File: src/rtl/ps2_synth_keymap_pkg.sv
// Shared scan-code constants, FSM encodings, ADSR field codes and the key class type
// used by the PS/2 keymap and the settings register bank.
package ps2_synth_keymap_pkg;

  localparam logic [7:0] PFX_BRK = 8'hF0;
  localparam logic [7:0] PFX_EXT = 8'hE0;

  localparam logic [7:0] KEY_A  = 8'h1C;
  localparam logic [7:0] KEY_W  = 8'h1D;
  localparam logic [7:0] KEY_S  = 8'h1B;
  localparam logic [7:0] KEY_E  = 8'h24;
  localparam logic [7:0] KEY_D  = 8'h23;
  localparam logic [7:0] KEY_F  = 8'h2B;
  localparam logic [7:0] KEY_T  = 8'h2C;
  localparam logic [7:0] KEY_G  = 8'h34;
  localparam logic [7:0] KEY_Y  = 8'h35;
  localparam logic [7:0] KEY_H  = 8'h33;
  localparam logic [7:0] KEY_U  = 8'h3C;
  localparam logic [7:0] KEY_J  = 8'h3B;
  localparam logic [7:0] KEY_Z  = 8'h1A;
  localparam logic [7:0] KEY_X  = 8'h22;
  localparam logic [7:0] KEY_1  = 8'h16;
  localparam logic [7:0] KEY_2  = 8'h1E;
  localparam logic [7:0] KEY_3  = 8'h26;
  localparam logic [7:0] KEY_4  = 8'h25;
  localparam logic [7:0] KEY_5  = 8'h2E;
  localparam logic [7:0] KEY_MI = 8'h4E;
  localparam logic [7:0] KEY_EQ = 8'h55;

  localparam logic [1:0] ST_IDLE    = 2'd0;
  localparam logic [1:0] ST_BRK     = 2'd1;
  localparam logic [1:0] ST_EXT     = 2'd2;
  localparam logic [1:0] ST_EXT_BRK = 2'd3;

  localparam logic [2:0] ADSR_SEL_AMP = 3'd0;
  localparam logic [2:0] ADSR_SEL_ATK = 3'd1;
  localparam logic [2:0] ADSR_SEL_DEC = 3'd2;
  localparam logic [2:0] ADSR_SEL_SUS = 3'd3;
  localparam logic [2:0] ADSR_SEL_REL = 3'd4;

  typedef enum logic [2:0] {
    CLS_NONE,
    CLS_NOTE,
    CLS_OCT_UP,
    CLS_OCT_DN,
    CLS_SEL,
    CLS_ADJ_UP,
    CLS_ADJ_DN
  } key_cls_e;

endpackage

File: src/rtl/ps2_synth_keymap_scan_lut.sv
// Combinational set-2 scan-code classifier: byte -> key class and class-local value.
module ps2_scan_lut
  import ps2_synth_keymap_pkg::*;
(
  input  logic [7:0] code_i,
  output key_cls_e   cls_o,
  output logic [3:0] val_o
);

  always_comb begin
    cls_o = CLS_NONE;
    val_o = '0;
    case (code_i)
      KEY_A:  begin cls_o = CLS_NOTE;   val_o = 4'd0;  end
      KEY_W:  begin cls_o = CLS_NOTE;   val_o = 4'd1;  end
      KEY_S:  begin cls_o = CLS_NOTE;   val_o = 4'd2;  end
      KEY_E:  begin cls_o = CLS_NOTE;   val_o = 4'd3;  end
      KEY_D:  begin cls_o = CLS_NOTE;   val_o = 4'd4;  end
      KEY_F:  begin cls_o = CLS_NOTE;   val_o = 4'd5;  end
      KEY_T:  begin cls_o = CLS_NOTE;   val_o = 4'd6;  end
      KEY_G:  begin cls_o = CLS_NOTE;   val_o = 4'd7;  end
      KEY_Y:  begin cls_o = CLS_NOTE;   val_o = 4'd8;  end
      KEY_H:  begin cls_o = CLS_NOTE;   val_o = 4'd9;  end
      KEY_U:  begin cls_o = CLS_NOTE;   val_o = 4'd10; end
      KEY_J:  begin cls_o = CLS_NOTE;   val_o = 4'd11; end
      KEY_Z:  cls_o = CLS_OCT_DN;
      KEY_X:  cls_o = CLS_OCT_UP;
      KEY_1:  begin cls_o = CLS_SEL;    val_o = {1'b0, ADSR_SEL_AMP}; end
      KEY_2:  begin cls_o = CLS_SEL;    val_o = {1'b0, ADSR_SEL_ATK}; end
      KEY_3:  begin cls_o = CLS_SEL;    val_o = {1'b0, ADSR_SEL_DEC}; end
      KEY_4:  begin cls_o = CLS_SEL;    val_o = {1'b0, ADSR_SEL_SUS}; end
      KEY_5:  begin cls_o = CLS_SEL;    val_o = {1'b0, ADSR_SEL_REL}; end
      KEY_MI: cls_o = CLS_ADJ_DN;
      KEY_EQ: cls_o = CLS_ADJ_UP;
      default: ;
    endcase
  end

endmodule

File: src/rtl/ps2_synth_keymap.sv
// PS/2 scan-code stream to synth controls: F0/E0 prefix FSM with prefix timeout,
// note hold tracking, octave/ADSR pulses and ADSR field select. All outputs registered.
module ps2_synth_keymap
  import ps2_synth_keymap_pkg::*;
#(
  parameter int unsigned TIMEOUT_CYCLES = 2_500_000,
  parameter int unsigned TO_W           = 22
) (
  input  logic       clk,
  input  logic       reset,
  input  logic [7:0] ps2_byte,
  input  logic       ps2_byte_valid,
  output logic       note_in,
  output logic [3:0] note,
  output logic       octave_plus_plus,
  output logic       octave_minus_minus,
  output logic [2:0] ADSR_selector,
  output logic       ADSR_plus_plus,
  output logic       ADSR_minus_minus,
  output logic [7:0] last_code
);

  localparam logic [TO_W-1:0] TO_LAST = TO_W'(TIMEOUT_CYCLES - 1);

  logic [1:0]      state_q, state_d;
  logic [TO_W-1:0] cnt_q, cnt_d;
  logic            note_in_q, note_in_d;
  logic [3:0]      note_q, note_d;
  logic            oct_up_q, oct_up_d, oct_dn_q, oct_dn_d;
  logic [2:0]      sel_q, sel_d;
  logic            adj_up_q, adj_up_d, adj_dn_q, adj_dn_d;
  logic [7:0]      last_q, last_d;

  key_cls_e   cls;
  logic [3:0] val;
  logic       make_ev, brk_ev;

  ps2_scan_lut u_lut (
    .code_i (ps2_byte),
    .cls_o  (cls),
    .val_o  (val)
  );

  always_comb begin
    state_d   = state_q;
    cnt_d     = cnt_q;
    note_in_d = note_in_q;
    note_d    = note_q;
    sel_d     = sel_q;
    last_d    = last_q;
    oct_up_d  = 1'b0;
    oct_dn_d  = 1'b0;
    adj_up_d  = 1'b0;
    adj_dn_d  = 1'b0;
    make_ev   = 1'b0;
    brk_ev    = 1'b0;

    if (ps2_byte_valid) begin
      cnt_d = '0;
      case (state_q)
        ST_IDLE: begin
          if (ps2_byte == PFX_BRK)      state_d = ST_BRK;
          else if (ps2_byte == PFX_EXT) state_d = ST_EXT;
          else                          make_ev = 1'b1;
        end
        ST_BRK: begin
          if (ps2_byte == PFX_EXT)      state_d = ST_EXT;
          else if (ps2_byte == PFX_BRK) state_d = ST_BRK;
          else begin
            brk_ev  = 1'b1;
            state_d = ST_IDLE;
          end
        end
        ST_EXT:  state_d = (ps2_byte == PFX_BRK) ? ST_EXT_BRK : ST_IDLE;
        default: state_d = ST_IDLE;
      endcase
    end else if (state_q != ST_IDLE) begin
      // The cycle that would bring the count to TIMEOUT_CYCLES abandons the prefix.
      if (cnt_q == TO_LAST) begin
        state_d = ST_IDLE;
        cnt_d   = '0;
      end else begin
        cnt_d = cnt_q + 1'b1;
      end
    end

    if (make_ev || brk_ev) last_d = ps2_byte;

    if (make_ev) begin
      case (cls)
        CLS_NOTE: begin
          note_d    = val;
          note_in_d = 1'b1;
        end
        CLS_OCT_UP: oct_up_d = 1'b1;
        CLS_OCT_DN: oct_dn_d = 1'b1;
        CLS_SEL:    sel_d    = val[2:0];
        CLS_ADJ_UP: adj_up_d = 1'b1;
        CLS_ADJ_DN: adj_dn_d = 1'b1;
        default: ;
      endcase
    end

    // Only releasing the sounding note ends it; stale releases are dropped.
    if (brk_ev && cls == CLS_NOTE && note_in_q && note_q == val) note_in_d = 1'b0;
  end

  always_ff @(posedge clk) begin
    if (!reset) begin
      state_q   <= ST_IDLE;
      cnt_q     <= '0;
      note_in_q <= 1'b0;
      note_q    <= '0;
      oct_up_q  <= 1'b0;
      oct_dn_q  <= 1'b0;
      sel_q     <= '0;
      adj_up_q  <= 1'b0;
      adj_dn_q  <= 1'b0;
      last_q    <= '0;
    end else begin
      state_q   <= state_d;
      cnt_q     <= cnt_d;
      note_in_q <= note_in_d;
      note_q    <= note_d;
      oct_up_q  <= oct_up_d;
      oct_dn_q  <= oct_dn_d;
      sel_q     <= sel_d;
      adj_up_q  <= adj_up_d;
      adj_dn_q  <= adj_dn_d;
      last_q    <= last_d;
    end
  end

  assign note_in            = note_in_q;
  assign note               = note_q;
  assign octave_plus_plus   = oct_up_q;
  assign octave_minus_minus = oct_dn_q;
  assign ADSR_selector      = sel_q;
  assign ADSR_plus_plus     = adj_up_q;
  assign ADSR_minus_minus   = adj_dn_q;
  assign last_code          = last_q;

endmodule

File: config.mk
export PLATFORM = sky130hd
export DESIGN_NAME = ps2_synth_keymap
export DESIGN_NICKNAME = d
export VERILOG_FILES = /design/src/rtl/ps2_synth_keymap_pkg.sv /design/src/rtl/ps2_synth_keymap_scan_lut.sv /design/src/rtl/ps2_synth_keymap.sv
export SDC_FILE = /design/constraint.sdc
export NUM_CORES = 1
export LEC_CHECK = 0
export CAP_MARGIN = 20
export CORE_ASPECT_RATIO = 0.6
export CORE_MARGIN = 2
export CORE_UTILIZATION = 30
export CTS_CLUSTER_DIAMETER = 30
export DETAILED_ROUTE_END_ITERATION = 6
export PLACE_DENSITY = 0.55
export SYNTH_ARGS = -nofsm -noshare
export SYNTH_HDL_FRONTEND = slang
export SYNTH_HIERARCHICAL = 1
export SYNTH_SLANG_ARGS = --single-unit
File: constraint.sdc
create_clock -name clk -period 3.05 [get_ports clk]
set_input_delay 0.4575 -clock clk [delete_from_list [all_inputs] [get_ports clk]]
set_output_delay 0.4575 -clock clk [all_outputs]
set_load 0.02 [all_outputs]
==> results.yml <==
global_routing:
  grt_pass1_vias: 1967
  overflow: 0
  antenna_found_initial: 0
  track_usage: 0.1459
  grt_max_degree: 18
  grt_pass1_wl_mm: 9.956
yosys:
  synth_top_area_cell: "dfxtp_1"
  synth_edf_count: 0
  synth_area_per_cell_um2: 8.566
  ys_types: 58
  synth_top_family_by_area: "simple AND/OR/NAND/NOR gates"
  synth_fa_ha_area_frac: 0.005216
  synthXorXnorAreaFrac: 0.06938
  synthMuxAreaShare: 0.06729
  synth_compound_area_frac: 0.1377
  ys.warnings.count: 6
  synth.area.top_cells: "dfxtp_1 (37%), mux2i_1 (6.3%), nor2_1 (6.1%), xnor2_1 (4.7%), a21oi_1 (3.1%)"
  synth_seq_area_share: 0.3672
  ys_ff_latch: 44
  netlist_area_um2: 2399
  synthFlopType: "dfxtp_1"
  async_flop_share: 0
  synth_cells: 280
  yosys.area_share.simple: 0.2953
  synth_top_area_frac: 0.3672
  syn_nets: 292
cells_and_area:
  syn2layout_area_growth_pct: 23.89
  stdcell_area_um2: 2972
  nFillCells: 805
  nets: 328
  drive_gt1_frac: 0.1044
  diodes: 0
  final_util: 0.3800
detailed_routing:
  dr.pass1.iters: 4
  wl_per_cell_um: 13.72
  detail_route.wirelength_mm: 5.816
  vias: 2114
  ant_nets: 0
  viasPerCell: 4.986
  drtIter0Drc: 175
  drc_errors: 0
clock_network:
  worstSkewPairLatency_ps: 280
  tritoncts: "done"
  path_clk_slew_ps: 60
  cts_max_path_buffers: 2
  cts_hold_buf: 0
  cts.repair.resized: 0
  h-tree-depth: 2
  numClockSinks: 44
  numCtsBuffers: 5
  cts-root-buf: "clkbuf_16"
  postCtsSetupBuffers: 0
floorplanning:
  core-area_um2: 7820
  start_util: 0.3067
  fp.dieW_um: 119.4
  dieArea_um2: 8750
  io-pin-count: 31
  rows: 25
  die_h_um: 73.26
timing:
  tightestPinTransition_ps: 650.1
  holdWs_ps: 488.8
  min_period_ps: 2600
  rsz0062_at_grt: "no"
  max_freq_ghz: 0.3846
  slew-limit-headroom: 0.5647
  fin_setup_tns_ps: 0
  slew_violations: 0
  fin_crit_sh: 0.8525
  finalClockSkew_ps: 2.119
  setup_viol_count_final: 0
  finalHoldViolCount: 0
worst_setup_path:
  crit_chain: "clkdlybuf4s50_1 -> or3b_1 -> nor3_1 -> nor2_1 -> o22ai_1 -> nor2b_1 -> o211ai_1 -> mux2i_1 -> nor2_1"
  cpMostUsedCell: "nor2_1"
  path_class: "input port to flop"
  worstPathArrival_ps: 2770
  cpPeakStageDelay_ps: 570
  critPathLaunchType: "input port"
  endpoint_kind: "flop"
  crit_fanout: 8
  worstPathRequired_ps: 3220
  crit_path_top_delay_cell: "clkdlybuf4s50_1"
job:
  drv_cap: 0
pwr:
  power.leakage_nw: 1.066
  power_density_nw_per_um2: 412.1
  max-vdd-ir-drop_mv: 0.1664
placement:
  routabilityCongestion: 0.9447
  io_buffers: 30
  post_dp_cell_area_um2: 2838
  dpl.hpwl_mm: 4.356
min_path:
  hold_class: "flop to flop"
status:
  status: "finished, final reports clean"
## state kept, by name, indices dropped and copies added (netlist names)
signal / count
cnt_q: 22
last_code: 8
note: 4
ADSR_selector: 3
state_q: 2
ADSR_minus_minus: 1
ADSR_plus_plus: 1
note_in: 1
octave_minus_minus: 1
octave_plus_plus: 1
## synth_stat cells (3+ instances only)
cell type	instances
xnor2_1	13
clkbuf_1	5
dfxtp_1	44
buf_4	3
o211ai_1	4
and3_1	4
a21oi_1	15
nand2b_1	4
nor3_1	8
nand3_1	7
inv_1	6
nor4_1	6
nor2_1	39
buf_6	5
buf_2	3
or4_1	4
nor2b_1	4
o21ai_0	14
or3_1	6
mux2i_1	15
xor2_1	6
nand2_1	16
nand4_1	7
## routing by layer
layer  part of all wire  global-route usage  up-vias
li1                   -                   -     1078
met1               0.56              0.2247      962
met2               0.36              0.1877       67
met3              0.073             0.04425        7
met4              0.014             0.04706        0
met5                  0                   0        -
## cell type report
cell class	count	area, um^2	area share
multi-input combinational	213	1383	0.4653
sequential	44	880.8	0.2964
timing repair buffer	45	412.9	0.1389
tap	108	135.1	0.04547
clock buffer	6	128.9	0.04337
inverter	7	26.28	0.008842
clock inverter	1	5.005	0.001684
## cell usage in the layout (no fill, tap or decap), drive strengths merged, types with 13 or more instances in the layout
cell / Yosys / final
dfxtp: 44 / 44
mux2i: 15 / 15
nand2: 16 / 16
nor2: 40 / 40
xnor2: 13 / 13
buf: 11 / 15
a21oi: 15 / 15
clkdlybuf4s50: 0 / 30
o21ai: 14 / 14
## metrics by stage
step	setup slack [ps]	power, W	std cells
4_1_cts	502.1	0.001246	424
2_1_floorplan	935.7	0.0006775	280
3_3_place_gp	221.9	0.0007334	417
3_5_place_dp	212.6	0.0007333	417
5_1_grt	242.7	0.001280	424
6_report	449.9	0.001225	424
## critical path, delay by kind of cell
kind	cells	cell delay (ps)
mux	1	250
simple gates	5	860
compound gates	2	620
buf+inv	1	570
## power breakdown
group	total (W)	internal [W]	switching, W
Clock	0.000503	0.000297	0.000205
Combinational	0.000136	0.0000612	0.0000752
Sequential	0.000585	0.000582	0.00000372
## logic make-up (layout without fill, tap and decap cells)
kind of cell / after synthesis / in the layout
adder cells (fa/ha/maj): 1 / 1
buffers and inverters: 23 / 59
AO/OA/AOI/OAI: 51 / 51
XOR/XNOR: 19 / 19
AND/OR/NAND/NOR: 126 / 126
multiplexers: 16 / 16
flip-flops: 44 / 44
## final timing paths
kind | startpoint | endpoint | slack [ps] | cells after the start
max | ps2_byte[3] | note[3] | 450 | 9
min | cnt_q[1] | cnt_q[1] | 490 | 2
max reg2reg | state_q[1] | cnt_q[19] | 990 | 4
min reg2reg | cnt_q[1] | cnt_q[1] | 490 | 2
Note: power is estimated with default switching activity, not from simulation.
